File: config.mk
export PLATFORM = sky130hd
export DESIGN_NAME = amber48_uart_tx
export DESIGN_NICKNAME = d
export VERILOG_FILES = /design/src/rtl/amber48_uart_tx.sv
export SDC_FILE = /design/constraint.sdc
export NUM_CORES = 1
export LEC_CHECK = 0
export BUFFER_PORTS_ARGS = -buffer_cell sky130_fd_sc_hd__buf_2
export CORE_ASPECT_RATIO = 1.25
export CORE_UTILIZATION = 54
export CTS_BUF_LIST = sky130_fd_sc_hd__clkbuf_8
export DETAILED_ROUTE_END_ITERATION = 8
export GPL_ROUTABILITY_DRIVEN = 0
export GPL_TIMING_DRIVEN = 1
export PLACE_DENSITY_LB_ADDON = 0.2
export SLEW_MARGIN = 20
export SYNTH_ARGS = -nofsm -noshare
export SYNTH_HDL_FRONTEND = slang
export SYNTH_SLANG_ARGS = --single-unit
File: constraint.sdc
create_clock -name clk_i -period 7.4 [get_ports clk_i]
set_input_delay 1.11 -clock clk_i [delete_from_list [all_inputs] [get_ports clk_i]]
set_output_delay 1.11 -clock clk_i [all_outputs]
set_load 0.05 [all_outputs]
File: src/rtl/amber48_uart_tx.sv
// amber48_uart_tx: 8N1 serial transmitter fed from the dmem MMIO UART register.
// A small byte FIFO absorbs the registered store path's valid-after-ready skew;
// the frame FSM pops one byte per frame and shifts it out LSB first.
module amber48_uart_tx #(
    parameter int CLKS_PER_BIT = 434,
    parameter int FIFO_DEPTH   = 4
) (
    input  logic                        clk_i,
    input  logic                        rst_ni,
    input  logic                        tx_valid_i,
    input  logic [7:0]                  tx_data_i,
    output logic                        tx_ready_o,
    output logic                        txd_o,
    output logic                        busy_o,
    output logic [$clog2(FIFO_DEPTH):0] fifo_level_o,
    output logic                        overflow_o,
    input  logic                        clr_overflow_i
);

    localparam int PTR_W  = $clog2(FIFO_DEPTH);
    localparam int LVL_W  = PTR_W + 1;
    localparam int BAUD_W = $clog2(CLKS_PER_BIT);

    localparam logic [BAUD_W-1:0] BAUD_LAST = BAUD_W'(CLKS_PER_BIT - 1);
    localparam logic [LVL_W-1:0]  FULL_LVL  = LVL_W'(FIFO_DEPTH);
    localparam logic [LVL_W:0]    READY_LIM = (LVL_W + 1)'(FIFO_DEPTH - 1);

    typedef enum logic [1:0] {
        IDLE,
        START,
        DATA,
        STOP
    } state_t;

    state_t            state_q, state_d;
    logic [BAUD_W-1:0] baud_q, baud_d;
    logic [2:0]        bit_q, bit_d;
    logic [7:0]        shift_q, shift_d;
    logic              txd_q, txd_d;

    logic [7:0]        mem [FIFO_DEPTH];
    logic [PTR_W-1:0]  wr_ptr_q, rd_ptr_q;
    logic [LVL_W-1:0]  count_q;
    logic              overflow_q;

    logic              pop;
    logic              push_ok;
    logic              drop;
    logic              non_empty;
    logic [LVL_W:0]    ready_sum;

    assign non_empty = (count_q != '0);

    // A byte arriving while full still fits if the FSM frees the head slot this cycle.
    assign push_ok = tx_valid_i && ((count_q < FULL_LVL) || pop);
    assign drop    = tx_valid_i && !push_ok;

    // Ready leaves one slot spare for the store already in flight behind it.
    assign ready_sum  = {1'b0, count_q} + {{LVL_W{1'b0}}, tx_valid_i};
    assign tx_ready_o = (ready_sum < READY_LIM);

    assign txd_o        = txd_q;
    assign busy_o       = (state_q != IDLE) || non_empty;
    assign fifo_level_o = count_q;
    assign overflow_o   = overflow_q;

    // Frame sequencing: next state, baud/bit counters, shifter, pop and next line level.
    always_comb begin
        // NOTE: every signal gets a default first so no path leaves it unassigned (no latch).
        state_d = state_q;
        baud_d  = baud_q;
        bit_d   = bit_q;
        shift_d = shift_q;
        pop     = 1'b0;

        unique case (state_q)
            IDLE: begin
                if (non_empty) begin
                    pop     = 1'b1;
                    shift_d = mem[rd_ptr_q];
                    baud_d  = '0;
                    state_d = START;
                end
            end
            START: begin
                if (baud_q == BAUD_LAST) begin
                    baud_d  = '0;
                    bit_d   = '0;
                    state_d = DATA;
                end else begin
                    baud_d = baud_q + 1'b1;
                end
            end
            DATA: begin
                if (baud_q == BAUD_LAST) begin
                    baud_d  = '0;
                    shift_d = {1'b0, shift_q[7:1]};
                    if (bit_q == 3'd7) begin
                        state_d = STOP;
                    end else begin
                        bit_d = bit_q + 3'd1;
                    end
                end else begin
                    baud_d = baud_q + 1'b1;
                end
            end
            STOP: begin
                if (baud_q == BAUD_LAST) begin
                    baud_d = '0;
                    if (non_empty) begin
                        pop     = 1'b1;
                        shift_d = mem[rd_ptr_q];
                        state_d = START;
                    end else begin
                        state_d = IDLE;
                    end
                end else begin
                    baud_d = baud_q + 1'b1;
                end
            end
            default: state_d = IDLE;
        endcase

        // Line level is derived from the next state so txd_q is a clean flop output.
        unique case (state_d)
            START:   txd_d = 1'b0;
            DATA:    txd_d = shift_d[0];
            default: txd_d = 1'b1;
        endcase
    end

    // FSM, shifter and line register.
    always_ff @(posedge clk_i or negedge rst_ni) begin
        // NOTE: non-blocking assignments so every flop samples pre-edge values.
        if (!rst_ni) begin
            state_q <= IDLE;
            baud_q  <= '0;
            bit_q   <= '0;
            shift_q <= '0;
            txd_q   <= 1'b1;
        end else begin
            state_q <= state_d;
            baud_q  <= baud_d;
            bit_q   <= bit_d;
            shift_q <= shift_d;
            txd_q   <= txd_d;
        end
    end

    // FIFO pointers, occupancy and sticky overflow (a drop wins over a clear).
    always_ff @(posedge clk_i or negedge rst_ni) begin
        if (!rst_ni) begin
            wr_ptr_q   <= '0;
            rd_ptr_q   <= '0;
            count_q    <= '0;
            overflow_q <= 1'b0;
        end else begin
            if (push_ok) wr_ptr_q <= wr_ptr_q + 1'b1;
            if (pop)     rd_ptr_q <= rd_ptr_q + 1'b1;
            unique case ({push_ok, pop})
                2'b10:   count_q <= count_q + 1'b1;
                2'b01:   count_q <= count_q - 1'b1;
                default: count_q <= count_q;
            endcase
            if (drop) begin
                overflow_q <= 1'b1;
            end else if (clr_overflow_i) begin
                overflow_q <= 1'b0;
            end
        end
    end

    // FIFO storage write port.
    always_ff @(posedge clk_i) begin
        // NOTE: storage is not reset; the pointers and count alone define valid contents.
        if (push_ok) mem[wr_ptr_q] <= tx_data_i;
    end

endmodule

# Word level (Yosys, flattened, before mapping)
# Memory sizes are Yosys's and may differ from the RTL's.
# Cells that the tools add are included.
[word_totals] register_bits=31 mem_bits_rw=32 n_memories=1
[memory_table] name="mem" words=4 word_bits=8 rd=1 rd_ports_with_merged_regs=0 wr=1 line="41" text="logic [7:0] mem [FIFO_DEPTH];"
[op_classes] add_sub_neg=7 mux=27 eq_ne=14 n_lt_le_gt_ge=2 n_reduce_logical=15
[ops] op="$mux W8" n=3
[ops] op="$pmux W8 S3" n=1
[ops] op="$mux W9" n=2
[ops] op="$pmux W9 S2" n=1
[ops] op="$pmux W3 S2" n=2
[ops] op="$mux W2" n=5
[ops] op="$ne A2 B2 Y1 const B" n=5
[ops] op="$add A9 B1 Y9 const B" n=1
[ops] op="$eq A9 B9 Y1 const B" n=1
[ops] op="$mux W3" n=3
[ops] op="$eq A2 B2 Y1 const B" n=4
[ops] op="$pmux W2 S4" n=1
[ops] op="$reduce_bool A2 Y1" n=4
[ops] op="$mux W1" n=7
[ops] op="$add A3 B1 Y3 const B" n=2
[ops] op="$eq A2 B1 Y1 const B" n=3
[ops] op="$reduce_bool A3 Y1" n=2
[ops] op="$add A2 B1 Y2 const B" n=2
[ops] op="$add A3 B1 Y4" n=1
[ops] op="$lt A4 B2 Y1 const B" n=1
[ops] op="$pmux W1 S2" n=2
[ops] op="$reduce_and A4 Y1" n=1
[ops] op="$eq A3 B3 Y1 const B" n=1
[ops] op="$lt A3 B3 Y1 const B" n=1
[ops] op="7 further kinds" n=9

# Logic depth before layout (Yosys ltp)
# Gate-level depths: netlist of the first run.
[depth] word_depth=9 ltp_mapped=12 depth_no_buf=12

# Worst setup path after synthesis of the first run
# No wires, ideal clock.
[synth_path] path_kind="input-to-output" from="in tx_valid_i" to="out tx_ready_o" setup_slack_ps=3904 cell_stages=6 path_buffers=0 arrival_time_ps=2386 cell_sequence="ha_1 ha_1 nand2_1 a21oi_1 nor2_1 a21oi_1"
[synth_between] elab_chain_len=2
[synth_rtl] item="start, declared" line="10" text="input logic tx_valid_i,"
[synth_rtl] item="$add A3 B1 Y4" line="59" text="assign ready_sum = {1'b0, count_q} + {{LVL_W{1'b0}}, tx_valid_i};"
[synth_rtl] item="$lt A4 B2 Y1" line="60" text="assign tx_ready_o = (ready_sum < READY_LIM);"
[synth_rtl] item="end, declared" line="12" text="output logic tx_ready_o,"
# No other way between the ends.

# Worst setup path after layout of the first run
[layout_path] from="reg count_q[1] (netlist: fifo_level_o[1])" to="out busy_o"
[layout_between] elab_chain_len=2
[layout_rtl] item="start, declared" line="43" text="logic [LVL_W-1:0] count_q;"
[layout_rtl] item="start signal, assigned" line="161" text="2'b10: count_q <= count_q + 1'b1;"
[layout_rtl] item="start signal, assigned" line="162" text="2'b01: count_q <= count_q - 1'b1;"
[layout_rtl] item="start signal, assigned" line="163" text="default: count_q <= count_q;"
[layout_rtl] item="$reduce_bool A3 Y1" line="52" text="assign non_empty = (count_q != '0);"
[layout_rtl] item="$logic_or A1 B1 Y1" line="63" text="assign busy_o = (state_q != IDLE) || non_empty;"
[layout_rtl] item="end, declared" line="14" text="output logic busy_o,"
# No other way between the ends.

==> results.sh, run 1 <==
export IMPL_drc=0
export IMPL_synth_most_common_cell="edfxtp_1"
export IMPL_leakage_nw=1.42
export IMPL_grt_max_degree=32
export IMPL_peakVddDrop_mv=0.246
export IMPL_critPathRequiredTime_ps=6290
export IMPL_synth_top_cells_by_count="32 x edfxtp_1, 30 x dfrtp_1, 20 x nor2_1, 18 x nand2_1, 16 x ha_1"
export IMPL_synth_simple_area_share_pct=10.7
export IMPL_synth_edf_count=32
export IMPL_antenna_found_initial=0
export IMPL_syn_inst=251
export IMPL_cts_sinks=63
export IMPL_r2r_cells=10
export IMPL_yosys_warnings=0
export IMPL_crit_type="reg -> out"
export IMPL_synthArstFlopShare_pct=49.2
export IMPL_multiInputGateArea_um2=1280
export IMPL_skew_ps=9.64
export IMPL_dpl_hpwl_mm=3.83
export IMPL_ant_nets=0
export IMPL_ctsHoldBuffers=0
export IMPL_antenna_diode_count=0
export IMPL_grt_pass1_vias=1960
export IMPL_slew_violations=0
export IMPL_max_cap_violations=0
export IMPL_pin_count=19
export IMPL_rsz0062_at_grt="no"
export IMPL_clk_pin_slew_ps=80
export IMPL_arrival_ps=2330
export IMPL_core_area_um2=5480
export IMPL_first_pass_iters=4
export IMPL_post_route_period_util_pct=46.5
export IMPL_synth_seq_cells=63
export IMPL_cts_buffer_depth=2
export IMPL_synth_area_leaders="edfxtp_1 31%, dfrtp_1 24%, ha_1 6.4%"
export IMPL_n_fill_cell=405
export IMPL_vias=1968
export IMPL_root_buffer="clkbuf_8"
export IMPL_cts_setup_buffers=0
export IMPL_dpl_cell_area_um2=3240
export IMPL_ys_flop_type="edfxtp_1"
export IMPL_worstHoldPathType="reg -> reg"
export IMPL_setup_viol=0
export IMPL_grt_overflow=0
export IMPL_r2r_start="state_q[1]$_DFF_PN0_"
export IMPL_final_layout_size_suffix_gt1_share_pct=18.9
export IMPL_cts_made_buffers=9
export IMPL_fin_crit_ps=3440
export IMPL_clock_fmax_mhz=290
export IMPL_status="complete, no violations"
export IMPL_hold_viol=0
export IMPL_drt_wl_total_mm=5.68
export IMPL_synth_top_family_by_area="compound AO/OA/AOI/OAI gates"
export IMPL_cts_resized=0
export IMPL_nNetsFinal=299
export IMPL_synth_top_cell_area_share_pct=30.9
export IMPL_synth_area_um2=3110
export IMPL_design_area_um2=3530
export IMPL_h_tree_depth=3
export IMPL_drt_iter0_markers=131
export IMPL_max_slew_margin_pct=32.1
export IMPL_p_total_mw=1.08
export IMPL_synthesis_nets=280
export IMPL_row_count=30
export IMPL_post_synth_top_area_cell="edfxtp_1"
export IMPL_die_w_um=69.9
export IMPL_syn_to_final_growth_pct=13.4
export IMPL_start_kind="register"
export IMPL_ys_seq_area_share_pct=55.8
export IMPL_placement_io_buffers=18
export IMPL_fin_tns_setup_ps=0
export IMPL_die_area_um2=6080
export IMPL_yosys_area_share_xor_xnor_pct=1.69
export IMPL_grt_use_total_pct=20.8
export IMPL_synth_compound_area_share_pct=12.9
export IMPL_crit_start="fifo_level_o[1]$_DFFE_PN0P_"
export IMPL_rrSetupSlack_ps=4460
export IMPL_synthAdderAreaFrac_pct=7.07
export IMPL_insertion_delay_ps=340
export IMPL_synth_distinct_cells=47
export IMPL_grt_pass1_wl_mm=9.53
export IMPL_utilization_pct=64.4
export IMPL_cts_tree="done"
export IMPL_power_density_nw_per_um2=305
export IMPL_synthMuxAreaShare_pct=8.76
export IMPL_detail_route_wl_per_cell_um=16.8
export IMPL_timing_rr_end="fifo_level_o[2]$_DFFE_PN0P_"
export IMPL_die_h_um=86.9
export IMPL_avgSynthCellArea_um2=12.4
export IMPL_initial_core_util_pct=56.8
export IMPL_viasPerCell=5.81
export IMPL_end_kind="primary output"
export IMPL_cp_max_fo=14
export IMPL_seq_area_um2=1740
export IMPL_crit_end="busy_o"
export IMPL_fin_hold_ws_ps=491
export IMPL_worst_slew_pin_slew_ps=1020
==> critical path, stage by stage (launching register included) <==
cell and delay [ps]:
dfrtp_1 440, nor3_2 840, and2_1 400, inv_1 100, buf_2 220
==> layout make-up <==
| class | instances | share of cell area (%) |
|---|---|---|
| clock buffers | 9 | 3.51 |
| flip-flops and latches | 63 | 49.2 |
| inverters | 13 | 1.38 |
| multi-input cells | 165 | 36.3 |
| well taps | 64 | 2.27 |
| repair buffers | 18 | 2.55 |
| clock inverters | 7 | 4.75 |
==> metal layers <==
layer / vias up / track usage [%] / share of wire (%)
li1: 970 / - / -
met1: 959 / 26.1 / 44
met2: 32 / 35.5 / 52
met3: 7 / 3.82 / 2.5
met4: 0 / 9.45 / 1.5
met5: - / 0 / 0
==> flip-flops by register name (all words and copies together) (netlist names) <==
| register | flops |
|---|---|
| mem | 32 |
| baud_q | 9 |
| shift_q | 8 |
| bit_q | 3 |
| fifo_level_o | 3 |
| rd_ptr_q | 2 |
| state_q | 2 |
| wr_ptr_q | 2 |
| overflow_o | 1 |
| txd_o | 1 |
==> placed cells by master (no fill, tap or decap), types with 5 or more instances in the layout <==
cell type,netlist,final
edfxtp_1,32,32
dfrtp_1,30,30
nor2_1,20,20
nand2_1,18,18
buf_2,1,18
ha_1,16,16
inv_1,13,13
o21ai_0,13,13
a21oi_1,12,12
o31ai_1,12,12
and3_1,9,9
clkbuf_8,0,9
mux4_2,8,8
mux2i_1,7,7
nand3_1,6,6
a22o_1,6,6
bufinv_16,0,5
==> through the flow <==
stage / setup WS (ps) / cells
detailed placement: 4090 / 323
floorplan: 3900 / 251
CTS: 3930 / 339
global route: 3790 / 339
global placement: 4130 / 323
finish: 3960 / 339
==> how the worst min path moves through the flow <==
stage / startpoint / to / slack [ps] / cells after the start
2_1_floorplan: shift_q[0]$_DFF_PN0_ / shift_q[0]$_DFF_PN0_ / 450 / 2
3_3_place_gp: shift_q[0]$_DFF_PN0_ / shift_q[0]$_DFF_PN0_ / 470 / 2
3_5_place_dp: shift_q[0]$_DFF_PN0_ / shift_q[0]$_DFF_PN0_ / 480 / 2
4_1_cts: shift_q[0]$_DFF_PN0_ / shift_q[0]$_DFF_PN0_ / 500 / 2
5_1_grt: shift_q[0]$_DFF_PN0_ / shift_q[0]$_DFF_PN0_ / 530 / 2
6_report: shift_q[0]$_DFF_PN0_ / shift_q[0]$_DFF_PN0_ / 490 / 2
==> cell families after synthesis <==
kind of cell / Yosys count
AOI/OAI and AO/OA: 59
xor gates and xnor gates: 6
adders and majority gates: 17
buffers and inverters: 23
DFF: 63
muxes: 17
and+or+nand+nor: 66
==> power by group <==
group	switching (mW)	total, mW	internal [mW]
Combinational	0.134	0.201	0.0671
Clock	0.138	0.432	0.294
Sequential	0.0305	0.445	0.414
(Power assumes the default switching activity.)
==> inputs of run 2 (changes only) <==
==> constraint.sdc (replaced) <==
create_clock -name clk_i -period 3.15 [get_ports clk_i]
set_input_delay 0.4725 -clock clk_i [delete_from_list [all_inputs] [get_ports clk_i]]
set_output_delay 0.4725 -clock clk_i [all_outputs]
set_load 0.05 [all_outputs]
==> results.sh, run 2 (synthesis results as in run 1) <==
export IMPL_final_layout_size_suffix_gt1_share_pct=19.5
export IMPL_grt_pass1_vias=1950
export IMPL_rsz0062_at_grt="no"
export IMPL_antenna_diode_count=0
export IMPL_h_tree_depth=3
export IMPL_path_cells="ha_1 -> and4bb_2 -> a31oi_4 -> o21ai_2 -> nand2_1 -> ha_1 -> inv_1 -> fa_1 -> xor2_1 -> nor2_1 -> xor2_1"
export IMPL_fin_crit_ps=2660
export IMPL_worst_slack_ps=495
export IMPL_timing_rr_end="fifo_level_o[2]$_DFFE_PN0P_"
export IMPL_cpPeakStageDelay_ps=430
export IMPL_core_area_um2=5480
export IMPL_max_cap_violations=0
export IMPL_finalNonFillerCells=341
export IMPL_cts_buffer_depth=2
export IMPL_cts_tree="done"
export IMPL_antenna_found_initial=0
export IMPL_crit_start="baud_q[0]$_DFFE_PN0P_"
export IMPL_vias=1977
export IMPL_drt_wl_total_mm=5.48
export IMPL_die_h_um=86.9
export IMPL_grt_max_degree=32
export IMPL_critPathRequiredTime_ps=3410
export IMPL_utilization_pct=63.0
export IMPL_cts_made_buffers=9
export IMPL_skew_ps=8.20
export IMPL_start_kind="register"
export IMPL_gr_usage_met3_pct=4.98
export IMPL_post_route_period_util_pct=84.3
export IMPL_final_common_cell="edfxtp_1"
export IMPL_p_total_mw=2.21
export IMPL_design_area_um2=3450
export IMPL_placement_io_buffers=18
export IMPL_syn_to_final_growth_pct=10.8
export IMPL_nNetsFinal=301
export IMPL_worst_path_stages=11
export IMPL_end_kind="register"
export IMPL_cts_resized=0
export IMPL_grt_overflow=0
export IMPL_fin_hold_ws_ps=169
export IMPL_ctsHoldBuffers=0
export IMPL_status="complete, no violations"
export IMPL_initial_core_util_pct=56.8
export IMPL_cts_sinks=63
export IMPL_pin_count=19
export IMPL_viasPerCell=5.80
export IMPL_top_register="mem"
export IMPL_peakVddDrop_mv=0.420
export IMPL_die_area_um2=6080
export IMPL_crit_buf_inv=1
export IMPL_hold_viol=0
export IMPL_worstHoldPathType="in -> async"
export IMPL_leakage_nw=1.39
export IMPL_crit_type="reg -> reg"
export IMPL_setup_viol=0
export IMPL_fin_tns_setup_ps=0
export IMPL_critPathSlowestCell="dfrtp_1"
export IMPL_path_delay_family="adder cells"
export IMPL_grt_pass1_wl_mm=9.38
export IMPL_top_regs="mem: 32 flops, baud_q: 9 flops, shift_q: 8 flops"
export IMPL_clock_fmax_mhz=377
export IMPL_met1_usage_pct=24.2
export IMPL_cp_max_fo=10
export IMPL_ant_nets=0
export IMPL_busiest_layer="met2"
export IMPL_root_buffer="clkbuf_8"
export IMPL_first_pass_iters=5
export IMPL_place_worst_setup_slack_ps=505
export IMPL_drc=0
export IMPL_row_count=30
export IMPL_max_slew_margin_pct=29.5
export IMPL_dpl_hpwl_mm=3.75
export IMPL_cts_setup_buffers=0
export IMPL_insertion_delay_ps=340
export IMPL_final_cell_mix="32 x edfxtp_1, 30 x dfrtp_1, 20 x nor2_1"
export IMPL_arrival_ps=2920
export IMPL_r2r_start="baud_q[0]$_DFFE_PN0P_"
export IMPL_slew_violations=0
export IMPL_worst_slew_pin_slew_ps=1060
export IMPL_clk_pin_slew_ps=70
export IMPL_detail_route_wl_per_cell_um=16.1
export IMPL_largest_register_ffs=32
export IMPL_r2r_cells=11
export IMPL_power_density_nw_per_um2=639
export IMPL_grt_use_met2_pct=34.9
export IMPL_dp_cells=325
export IMPL_grt_use_total_pct=20.6
export IMPL_rrSetupSlack_ps=490
export IMPL_drt_iter0_markers=92
export IMPL_dpl_cell_area_um2=3250
export IMPL_die_w_um=69.9
export IMPL_crit_end="fifo_level_o[2]$_DFFE_PN0P_"
run 2: worst min path at each step:
stage                               startpoint               endpoint  slack (ps)  cells after the start
after floorplan                         rst_ni  baud_q[0]$_DFFE_PN0P_         180                      0
after global placement    shift_q[0]$_DFF_PN0_   shift_q[0]$_DFF_PN0_         480                      2
after detailed placement  shift_q[0]$_DFF_PN0_   shift_q[0]$_DFF_PN0_         480                      2
after CTS                               rst_ni   bit_q[2]$_DFFE_PN0P_         190                      1
after global routing                    rst_ni  baud_q[2]$_DFFE_PN0P_         210                      1
final                                   rst_ni  baud_q[2]$_DFFE_PN0P_         170                      1
run 2: power breakdown:
group / switching [mW] / internal (mW) / total [mW]
Sequential: 0.0711 / 0.973 / 1.04
Combinational: 0.309 / 0.158 / 0.467
Clock: 0.329 / 0.366 / 0.695
run 2: routing by layer:
layer / up-vias / part of all wire, %
met5: - / 0
met3: 13 / 3.4
met4: 0 / 1.8
li1: 980 / -
met1: 946 / 44
met2: 38 / 51
run 2: final cells by class:
| type | instances | area [um2] |
|---|---|---|
| Fill cell | 421 | 2030 |
| Clock inverter | 7 | 72.6 |
| Inverter | 13 | 48.8 |
| Sequential cell | 63 | 1740 |
| Multi-Input combinational cell | 165 | 1280 |
| Tap cell | 64 | 80.1 |
| Timing Repair Buffer | 20 | 105 |
| Clock buffer | 9 | 124 |
==> inputs of run 3 (changes only) <==
==> constraint.sdc (replaced) <==
create_clock -name clk_i -period 2.2 [get_ports clk_i]
set_input_delay 0.33 -clock clk_i [delete_from_list [all_inputs] [get_ports clk_i]]
set_output_delay 0.33 -clock clk_i [all_outputs]
set_load 0.05 [all_outputs]
==> results.sh, run 3 (synthesis results as in run 1) <==
export IMPL_drc=0
export IMPL_nNetsFinal=334
export IMPL_power_density_nw_per_um2=917
export IMPL_violations="negative setup slack"
export IMPL_pin_count=19
export IMPL_worstHoldPathType="in -> async"
export IMPL_crit_start="baud_q[0]$_DFFE_PN0P_"
export IMPL_ant_nets=0
export IMPL_status="complete, but fails checks"
export IMPL_crit_type="reg -> reg"
export IMPL_skew_ps=12.1
export IMPL_peakVddDrop_mv=0.750
export IMPL_die_area_um2=6080
export IMPL_rrSetupSlack_ps=-40
export IMPL_utilization_pct=69.9
export IMPL_first_pass_iters=4
export IMPL_leakage_nw=1.58
export IMPL_p_total_mw=3.51
export IMPL_root_buffer="clkbuf_8"
export IMPL_cts_sinks=63
export IMPL_n_fill_cell=398
export IMPL_start_kind="register"
export IMPL_fin_hold_ws_ps=28.7
export IMPL_largest_register_ffs=32
export IMPL_grt_overflow=0
export IMPL_setup_viol=1
export IMPL_cp_max_fo=3
export IMPL_cts_made_buffers=9
export IMPL_viasPerCell=5.74
export IMPL_dpl_cell_area_um2=3550
export IMPL_row_count=30
export IMPL_clk_pin_slew_ps=70
export IMPL_rsz0062_at_grt="yes"
export IMPL_fin_crit_ps=2240
export IMPL_die_w_um=69.9
export IMPL_crit_end="fifo_level_o[2]$_DFFE_PN0P_"
export IMPL_worst_slack_ps=-42.0
export IMPL_max_slew_margin_pct=53.7
export IMPL_ctsHoldBuffers=0
export IMPL_h_tree_depth=3
export IMPL_top_regs="mem: 32 flops, baud_q: 9 flops, shift_q: 8 flops"
export IMPL_placement_io_buffers=18
export IMPL_cts_buffer_depth=2
export IMPL_dpl_hpwl_mm=4.26
export IMPL_timing_rr_end="fifo_level_o[2]$_DFFE_PN0P_"
export IMPL_slew_violations=0
export IMPL_final_cell_mix="32 x edfxtp_1, 31 x buf_4, 30 x dfrtp_1"
export IMPL_grt_pass1_wl_mm=10.1
export IMPL_die_h_um=86.9
export IMPL_arrival_ps=2510
export IMPL_max_cap_violations=0
export IMPL_grt_use_total_pct=22.2
export IMPL_worst_slew_pin_slew_ps=695
export IMPL_vias=2148
export IMPL_critPathRequiredTime_ps=2470
export IMPL_top_register="mem"
export IMPL_antenna_diode_count=0
export IMPL_cts_tree="done"
export IMPL_hold_viol=0
export IMPL_antenna_found_initial=0
export IMPL_end_kind="register"
export IMPL_initial_core_util_pct=56.8
export IMPL_final_common_cell="edfxtp_1"
export IMPL_r2r_cells=11
export IMPL_design_area_um2=3830
export IMPL_post_route_period_util_pct=102
export IMPL_place_worst_setup_slack_ps=-170
export IMPL_detail_route_wl_per_cell_um=16.5
export IMPL_insertion_delay_ps=340
export IMPL_r2r_start="baud_q[0]$_DFFE_PN0P_"
export IMPL_core_area_um2=5480
export IMPL_drt_iter0_markers=82
export IMPL_drt_wl_total_mm=6.16
export IMPL_clock_fmax_mhz=446
export IMPL_final_layout_size_suffix_gt1_share_pct=30.6
export IMPL_syn_to_final_growth_pct=22.9
export IMPL_grt_max_degree=32
export IMPL_grt_pass1_vias=2179
[run 3: how the worst min path moves through the flow]
stage	from	slack, ps	end	cells after the start
2_1_floorplan	rst_ni	30	baud_q[0]$_DFFE_PN0P_	0
3_3_place_gp	rst_ni	430	baud_q[4]$_DFFE_PN0P_	1
3_5_place_dp	rst_ni	420	baud_q[4]$_DFFE_PN0P_	1
4_1_cts	rst_ni	50	bit_q[2]$_DFFE_PN0P_	1
5_1_grt	rst_ni	70	bit_q[2]$_DFFE_PN0P_	1
6_report	rst_ni	30	baud_q[4]$_DFFE_PN0P_	1
[run 3: power by group]
part	total [mW]	internal [mW]	switching, mW	leakage, nW
Combinational	0.900	0.370	0.530	0.809
Sequential	1.49	1.39	0.0962	0.669
Clock	1.12	0.663	0.459	0.106
Total	3.51	2.43	1.08	1.58
[run 3: critical path: stages, from the launching register on]
cell and delay [ps]:
dfrtp_1 410, ha_4 160, and4bb_2 250, a31oi_4 240, o21ai_2 100, nand2_2 100
ha_4 140, inv_2 40, fa_2 330, xor2_1 140, nor2_1 110, xor2_1 150
[run 3: repair_timing]
action                                  CTS  global route
pin swaps                                 5             0
setup buffers                             3             1
endpoints found under the setup margin    2             4
gates resized for setup                   3             1
endpoints found under the hold margin     0             0
[run 3: per-layer routing]
metal	global-route usage [%]	wire length, um	share of wire (%)
met4	10.5	62	1.0
met3	6.13	191	3.1
met1	25.5	2580	42
met2	38.5	3320	54
met5	0	0	0
[run 3: cell type report]
class	count	area, um2	share of cell area (%)
Timing Repair Buffer	53	403	10.5
Tap cell	64	80.1	2.09
Clock buffer	10	138	3.59
Sequential cell	63	1740	45.4
Multi-Input combinational cell	165	1340	34.9
Clock inverter	6	83.8	2.19
Inverter	13	48.8	1.27
[run 3: stage by stage]
| stage | TNS (ps) | instances |
|---|---|---|
| after floorplan | -231 | 251 |
| after detailed placement | -170 | 354 |
| after global routing | -348 | 374 |
| after global placement | -81.0 | 354 |
| final | -42.0 | 374 |
| after CTS | -52.1 | 373 |
